`src/rtl/kitt_scanner.sv`:
```
// Knight-Rider style LED scanner: a prescaled head walks the LED bar in one of four
// motion modes, followed by a PWM-dimmed trail of its most recent positions.
module kitt_scanner #(
  parameter int          N_LEDS   = 16,
  parameter int unsigned PRESCALE = 33554432,
  parameter int          TRAIL    = 3,
  parameter int          PWM_BITS = 4
) (
  input  logic                      clk,
  input  logic                      rst_n,
  input  logic                      en,
  input  logic [1:0]                mode,
  input  logic [1:0]                speed,
  output logic [N_LEDS-1:0]         led,
  output logic [$clog2(N_LEDS)-1:0] pos,
  output logic                      dir,
  output logic                      step
);

  localparam int                POS_W   = $clog2(N_LEDS);
  localparam int                TRAIL_A = (TRAIL > 0) ? TRAIL : 1;
  localparam logic [31:0]       PRE     = PRESCALE;
  localparam logic [POS_W-1:0]  POS_MAX = POS_W'(N_LEDS - 1);

  localparam logic [1:0] MODE_BOUNCE = 2'b00;
  localparam logic [1:0] MODE_ROT_R  = 2'b01;
  localparam logic [1:0] MODE_ROT_L  = 2'b10;

  // Duty (in PWM counts) of history entry k: full scale halved per age step.
  function automatic logic [PWM_BITS:0] duty_of(input int k);
    logic [PWM_BITS:0] full;
    full           = '0;
    full[PWM_BITS] = 1'b1;
    return full >> k;
  endfunction

  logic [31:0]                     r_cnt;
  logic [PWM_BITS-1:0]             r_pwm_cnt;
  logic [POS_W-1:0]                r_pos;
  logic                            r_dir;
  logic                            r_step;
  logic [N_LEDS-1:0]               r_led;
  logic [TRAIL_A-1:0][POS_W-1:0]   r_hist;

  logic [31:0]                     w_term;
  logic                            w_tick;
  logic                            w_shift;
  logic [POS_W-1:0]                w_pos_nxt;
  logic                            w_dir_nxt;
  logic [TRAIL_A:0][N_LEDS-1:0]    w_acc;
  logic [N_LEDS-1:0]               w_led;

  // Using >= lets a speed-up that lands the count above the new terminal fire at once.
  assign w_term  = (PRE >> speed) - 32'd1;
  assign w_tick  = en && (r_cnt >= w_term);
  assign w_shift = w_tick && (w_pos_nxt != r_pos);

  always_ff @(posedge clk or negedge rst_n) begin
    if (!rst_n) begin
      r_cnt <= '0;
    end else if (en) begin
      if (w_tick) r_cnt <= '0;
      else        r_cnt <= r_cnt + 32'd1;
    end
  end

  always_ff @(posedge clk or negedge rst_n) begin
    if (!rst_n) r_pwm_cnt <= '0;
    else        r_pwm_cnt <= r_pwm_cnt + 1'b1;
  end

  // Mode is consulted only here, so it is effectively sampled on step cycles.
  always_comb begin
    w_pos_nxt = r_pos;
    w_dir_nxt = r_dir;
    case (mode)
      MODE_BOUNCE: begin
        if (r_dir) begin
          if (r_pos == '0) w_dir_nxt = 1'b0;
          else             w_pos_nxt = r_pos - 1'b1;
        end else begin
          if (r_pos == POS_MAX) w_dir_nxt = 1'b1;
          else                  w_pos_nxt = r_pos + 1'b1;
        end
      end
      MODE_ROT_R: begin
        w_dir_nxt = 1'b1;
        w_pos_nxt = (r_pos == '0) ? POS_MAX : r_pos - 1'b1;
      end
      MODE_ROT_L: begin
        w_dir_nxt = 1'b0;
        w_pos_nxt = (r_pos == POS_MAX) ? '0 : r_pos + 1'b1;
      end
      default: begin
        w_pos_nxt = r_pos;
        w_dir_nxt = r_dir;
      end
    endcase
  end

  always_ff @(posedge clk or negedge rst_n) begin
    if (!rst_n) begin
      r_pos  <= POS_MAX;
      r_dir  <= 1'b1;
      r_step <= 1'b0;
    end else begin
      r_step <= w_tick;
      if (w_tick) begin
        r_pos <= w_pos_nxt;
        r_dir <= w_dir_nxt;
      end
    end
  end

  // Trail history only ages when the head actually moves (dwell/hold keep it).
  if (TRAIL_A == 1) begin : g_hist_one
    always_ff @(posedge clk or negedge rst_n) begin
      if (!rst_n)       r_hist <= POS_MAX;
      else if (w_shift) r_hist <= r_pos;
    end
  end else begin : g_hist_many
    always_ff @(posedge clk or negedge rst_n) begin
      if (!rst_n)       r_hist <= {TRAIL_A{POS_MAX}};
      else if (w_shift) r_hist <= {r_hist[TRAIL_A-2:0], r_pos};
    end
  end

  // Nested duty thresholds make an OR of coincident entries equal the brightest one.
  assign w_acc[0] = '0;
  for (genvar k = 0; k < TRAIL_A; k++) begin : g_trail
    logic [N_LEDS-1:0] w_mask;
    always_comb begin
      w_mask = '0;
      if ((k < TRAIL) && ({1'b0, r_pwm_cnt} < duty_of(k + 1)))
        w_mask[r_hist[k]] = 1'b1;
    end
    assign w_acc[k+1] = w_acc[k] | w_mask;
  end

  always_comb begin
    w_led        = w_acc[TRAIL_A];
    w_led[r_pos] = 1'b1;
  end

  // Output register stage: led lags the head/history/pwm state by one cycle.
  always_ff @(posedge clk or negedge rst_n) begin
    if (!rst_n) begin
      r_led         <= '0;
      r_led[N_LEDS-1] <= 1'b1;
    end else begin
      r_led <= w_led;
    end
  end

  assign led  = r_led;
  assign pos  = r_pos;
  assign dir  = r_dir;
  assign step = r_step;

endmodule
```
`config.mk`:
```
export PLATFORM = sky130hd
export DESIGN_NAME = kitt_scanner
export DESIGN_NICKNAME = d
export VERILOG_FILES = /design/src/rtl/kitt_scanner.sv
export SDC_FILE = /design/constraint.sdc
export NUM_CORES = 1
export LEC_CHECK = 0
export ABC_AREA = 0
export CELL_PAD_IN_SITES_DETAIL_PLACEMENT = 1
export CELL_PAD_IN_SITES_GLOBAL_PLACEMENT = 2
export CORE_MARGIN = 8
export CORE_UTILIZATION = 34
export CTS_CLUSTER_DIAMETER = 60
export CTS_CLUSTER_SIZE = 30
export DETAILED_ROUTE_END_ITERATION = 8
export GPL_ROUTABILITY_DRIVEN = 0
export PLACE_DENSITY_LB_ADDON = 0.1
export SETUP_SLACK_MARGIN = 0.3
export SLEW_MARGIN = 15
export SYNTH_ARGS = -nofsm -noshare
export SYNTH_HDL_FRONTEND = slang
export SYNTH_SLANG_ARGS = --single-unit
```
`constraint.sdc`:
```
create_clock -name clk -period 3.4 [get_ports clk]
set_input_delay 0.68 -clock clk [delete_from_list [all_inputs] [get_ports clk]]
set_output_delay 0.68 -clock clk [all_outputs]
set_load 0.01 [all_outputs]
```
## Word level (Yosys, flattened, before mapping)

Index checks and enable logic that the tools add are counted.

- Register bits after elaboration: 70
- Latch bits: 0
- RAM bits: 0
- ROM bits: 0
- Input bits: 7
- Output and inout bits: 22
- Word-level logic and storage cells: 66
- Memories kept: 0

- Add/subtract/negate cells: 5
- $mul: 0
- Div/mod/pow operators: 0
- Magnitude comparators: 12
- Equality and inequality tests: 4
- Shift operators: 1
- Multiplexer cells: 22
- Bitwise operators: 3
- Reduce and logical (&&, ||, !) cells: 10

Operators by type and width:

| operator | number |
|---|---|
| 2-to-1 mux 16 bit | 3 |
| bitwise OR 16 bit | 3 |
| adder 32 x 1 -> 32 bit (second input constant) | 1 |
| greater-or-equal comparator 32 bit | 1 |
| 2-to-1 mux 32 bit | 1 |
| right shift 26 x 2 -> 32 bit (first input constant) | 1 |
| subtractor 32 x 1 -> 32 bit (second input constant) | 1 |
| < comparator 4 x 5 -> 1 bit (second input constant) | 4 |
| 2-to-1 mux 4 bit | 5 |
| demux 1 bit (select 4 bit) | 4 |
| greater-or-equal comparator 4 x 1 -> 1 bit (second input constant) | 4 |
| one-hot mux 4 bit (3 select lines) | 1 |
| adder 4 x 1 -> 4 bit (second input constant) | 2 |
| 2-to-1 mux 1 bit | 7 |
| logical AND 1 bit | 6 |
| == test 4 bit (second input constant) | 1 |
| logical NOT 4 bit | 1 |
| < comparator 4 x 2 -> 1 bit (second input constant) | 1 |
| < comparator 4 x 3 -> 1 bit (second input constant) | 1 |
| < comparator 4 bit (second input constant) | 1 |
| inequality test 4 bit | 1 |
| subtractor 4 x 1 -> 4 bit (second input constant) | 1 |
| one-hot mux 1 bit (3 select lines) | 1 |
| nonzero test 3 bit | 1 |
| other kinds (4) | 4 |

## Logic depth before layout (Yosys ltp)

- Word-level depth: 8
- Mapped depth: 15

## Worst setup path after synthesis

OpenSTA, ideal clock, no wires.

- Path kind: register -> register
- Start point: register r_pos[0], in the netlist pos[0]
- End point: register r_hist[0] in the netlist's numbering
- Setup time: 0.082 ns
- Arrival: 3.332 ns
- Data required time: 3.318 ns
- Setup slack: -0.014 ns
- Cell stages (with the launch flop): 16
- Path buffers: 4
- Clock period less this slack: 3.414 ns
- Cell sequence: dfstp_2 clkbuf_1 inv_1 ha_1 buf_4 or3b_1 buf_6 ha_1 inv_1 a221oi_1 a21oi_1 o31ai_1 o311ai_2 a21oi_2 buf_6 mux2_4

- Word-level cells in the longest chain between the ends: 6
- Elaborated cells between the ends (all ways): 12
- Classes of those cells: 2 x add/sub; 2 x eq/ne; 6 x mux; 2 x reduce/logical

Ends and longest elaborated chain:

| what | RTL line | text |
|---|---|---|
| from (decl) | 39 | `logic [POS_W-1:0] r_pos;` |
| from (signal assigned) | 109 | `r_pos <= w_pos_nxt;` |
| adder 4 x 1 -> 4 bit (tied with other cells) | 83, 92 |  |
| 2-to-1 mux 4 bit (on tied branches) | 82, 79 |  |
| 2-to-1 mux 4 bit | 78 | `if (r_dir) begin` |
| one-hot mux 4 bit (3 select lines) | 76 | `case (mode)` |
| inequality test 4 bit | 56 | `assign w_shift = w_tick && (w_pos_nxt != r_pos);` |
| logical AND 1 bit | 56 |  |
| to (signal assigned) | 123 | `if (!rst_n) r_hist <= {TRAIL_A{POS_MAX}};` |
| to (signal assigned) | 124 | `else if (w_shift) r_hist <= {r_hist[TRAIL_A-2:0], r_pos};` |
| to (decl) | 43 | `logic [TRAIL_A-1:0][POS_W-1:0] r_hist;` |

Several ways; a longest one is shown, not always the timed one.
A chain may end at the register's enable or synchronous reset.

## Worst setup path after layout

- Start point: input speed[1]
- End point: register r_hist[7] in the netlist's numbering

- Word-level cells in the longest chain between the ends: 5

Ends and longest elaborated chain:

| what | RTL line | text |
|---|---|---|
| from (decl) | 13 | `input logic [1:0] speed,` |
| right shift 26 x 2 -> 32 bit | 54 | `assign w_term = (PRE >> speed) - 32'd1;` |
| subtractor 32 x 1 -> 32 bit | 54 |  |
| greater-or-equal comparator 32 bit | 55 | `assign w_tick = en && (r_cnt >= w_term);` |
| logical AND 1 bit | 55 |  |
| logical AND 1 bit | 56 |  |

Every way passes these cells.

==> impl_metrics.csv <==
group,metric,value,unit
power_and_ir_drop,p_per_area,434,mW/mm2
global_routing,gr-total-overflow,0,
sta,setup_viol,0,
clocking,cts_sinks,70,
power_and_ir_drop,p_switching,0.000568,W
global_routing,track_usage,14.5,%
routing,vias_per_cell,5.52,
global_routing,met3_usage,3.15,%
final_layout,layout_common_cells,"dfrtp_1 (52), nor2_1 (45), nand2_1 (33)",
die,dieArea,0.0155,mm2
worst_setup_path,cpMaxStageDelayCell,"clkdlybuf4s50_1",
clocking,clockBufferDepth,2,
synthesis,yosys_warnings,0,
synthesis,ys_ff_latch,70,
sta,fmax,0.340,GHz
worst_setup_path,critPathMaxStageDelay,440,ps
global_routing,grt_pass1_wl,18.3,mm
power_and_ir_drop,leakage,2.13,nW
synthesis,ys.flop_type,"dfrtp_1",
run_status,status,"finished clean",
routing,routedWlPerCell,18.9,um
sta,period_minus_slack,2940,ps
die,num_rows,39,
worst_setup_path,required,3660,ps
global_routing,grt.met1_usage,18.5,%
sta,rsz0062_at_grt,"yes",
die,die_x,125,um
sta,hold_viol_final,0,
sta,finalMaxSlewViolations,0,
global_routing,grt_busiest_layer,"met2",
clocking,cts_root_buf,"clkbuf_16",
worst_setup_path,cp-end-kind,"register",
die,ios,29,
routing,drt-pass1-iter-count,4,
power_and_ir_drop,ir_worst_vdd,0.298,mV
synthesis,synth_seq_area_share,44.3,%
global_routing,grt_pass1_vias,3435,
power_and_ir_drop,p_int,0.00150,W
clocking,cts_made_buffers,9,
final_layout,fillers,1279,
routing,vias,3244,
sta,tightestPinTransition,960,ps
clocking,ctsHoldBuffers,0,
final_layout,final_common_cell,"dfrtp_1",
synthesis,netlist_instances,405,
sta,fin_skew,4.85,ps
worst_setup_path,reg2regPathDepth,11,
power_and_ir_drop,power_frac_seq,45.9,%
final_layout,fin_util,41.6,%
routing,totalWireLength,11.1,mm
clocking,htree_levels,3,
sta,fin_crit_sh,86.4,%
worst_setup_path,start_kind,"input pin",
hold_path,hp-class,"input pin to asynchronous set/reset pin",
job,max_cap_viol_count,0,
worst_setup_path,cp_data_arrival_time,3200,ps
clocking,cts_tree,"done",
final_layout,areaGrowthSynthToFinish,19.2,%
final_layout,nets,463,
worst_setup_path,critical_path_class,"input pin to register",
clocking,insertion_delay,330,ps
routing,drc,0,
synthesis,yosysUniqueCellTypes,64,
synthesis,synth_nets,428,
synthesis,syn_area_per_cell,9.89,um2
worst_setup_path,path_cells,"clkdlybuf4s50_1 > and2_1 > ha_1 > nand2_1 > nor4_1 > a311o_1 > nand3_1 > nor3_1 > a21oi_2 > buf_4 > mux2_1",
final_layout,diodes,0,
sta,slew_headroom,35.4,%
die,fp.dieH,125,um
synthesis,synth_edf_count,0,
routing,drt-initial-drc-count,235,
power_and_ir_drop,clockPowerShare,42.4,%
global_routing,antenna_found_initial,0,
sta,tns,0,ps
die,core-area,0.0115,mm2
die,start_util,34.9,%
final_layout,drive_gt1_share,17.1,%
placed_design,dp_hpwl,8.21,mm
global_routing,met2_usage,23.2,%
synthesis,syn_area,0.00400,mm2
placed_design,io_buffers,28,
global_routing,grt_max_degree,32,
power_and_ir_drop,pwr-share-comb,11.7,%
worst_setup_path,crit_path_max_fanout,5,
synthesis,async_reset_ff_share,100,%
power_and_ir_drop,switching_share,27.4,%
routing,postRouteAntennaNets,0,
clocking,clkTransAtPathRegs,60,ps
through the flow:
step	area, um2	hold WS [ps]	total power, W	setup slack [ps]	instances
2_1_floorplan	4040	384	0.00111	306	405
3_3_place_gp	4480	451	0.00120	178	571
3_5_place_dp	4480	462	0.00121	141	571
4_1_cts	4760	396	0.00211	363	587
5_1_grt	4770	426	0.00217	306	588
6_report	4770	374	0.00207	461	588
synthesized netlist by cell type (3+ instances only):
cell type,number,area [um2]
nor2b_1,6,37.5
and4_1,6,52.6
a221o_1,7,70.1
buf_6,3,33.8
a21oi_1,12,60.1
mux2_4,11,165
and3_1,8,50.1
xnor2_1,7,61.3
a22o_1,7,61.3
nor4_1,6,37.5
clkbuf_1,15,56.3
a31oi_1,5,31.3
nand3_1,19,95.1
o31ai_1,3,22.5
and2_1,4,25.0
or3_1,5,31.3
a32oi_1,5,43.8
dfstp_2,18,473
a41oi_1,3,26.3
nor2_1,45,169
nand2_1,33,124
inv_1,16,60.1
o211ai_1,3,22.5
o21ai_0,5,25.0
nand4_1,11,68.8
o311ai_0,3,26.3
dfrtp_1,52,1300
xor2_1,18,158
nor3_1,8,40.0
ha_1,16,200
cells by family after synthesis:
group           after synthesis  share of synthesized area [%]
simple gates                164                           20.8
mux                          14                           4.97
fa+ha+maj                    16                           5.00
xor+xnor                     25                           5.47
flops                        70                           44.3
compound gates               77                           15.2
other cells                   1                         0.0937
buf+inv                      38                           4.25
worst max-delay path: cells and delay by family:
kind	cells	cell delay (ps)
fa+ha+maj	1	280
buf+inv	2	620
simple gates	5	930
mux	1	310
compound gates	2	370
flip-flops by register name, indices dropped and copies added, names as in the netlist:
register and cells:
step 1, dir 1, r_cnt 32, r_hist 12, r_pwm_cnt 4, pos 4, led 16
cell type report:
type	instances	area, um2	share of cell area (%)
clock inverter	5	35.0	0.734
clock buffer	11	243	5.09
multi-input combinational	297	2070	43.4
inverter	17	68.8	1.44
sequential	70	1770	37.2
tap	143	179	3.75
timing repair buffer	45	403	8.44
power by group through the flow:
stage | Combinational, W | Clock (W) | Sequential (W)
after floorplan | 0.000161 | 0 | 0.000945
after global placement | 0.000235 | 0 | 0.000963
after detailed placement | 0.000242 | 0 | 0.000964
after CTS | 0.000243 | 0.000911 | 0.000951
after global routing | 0.000270 | 0.000937 | 0.000961
final | 0.000242 | 0.000879 | 0.000952
timing repair:
action | in CTS | in global routing
resized for setup | 0 | 1
endpoints found under the setup margin | 0 | 12
setup buffers | 0 | 1
worst paths after layout:
check,slack [ps],startpoint,to
min in group clk,460,r_pwm_cnt[0],r_pwm_cnt[0]
min reg2reg,460,r_pwm_cnt[0],r_pwm_cnt[0]
max,460,speed[1],r_hist[7]
min,370,rst_n,r_cnt[6]
max in group asynchronous,2160,rst_n,r_hist[6]
max reg2reg,470,pos[1],r_hist[7]
routing by layer:
metal | wire length (um) | share of wire, %
met5 | 0 | 0
met4 | 175 | 1.6
met3 | 370 | 3.3
met2 | 5310 | 48
met1 | 5230 | 47
Note: power is estimated with default switching activity, not from simulation.
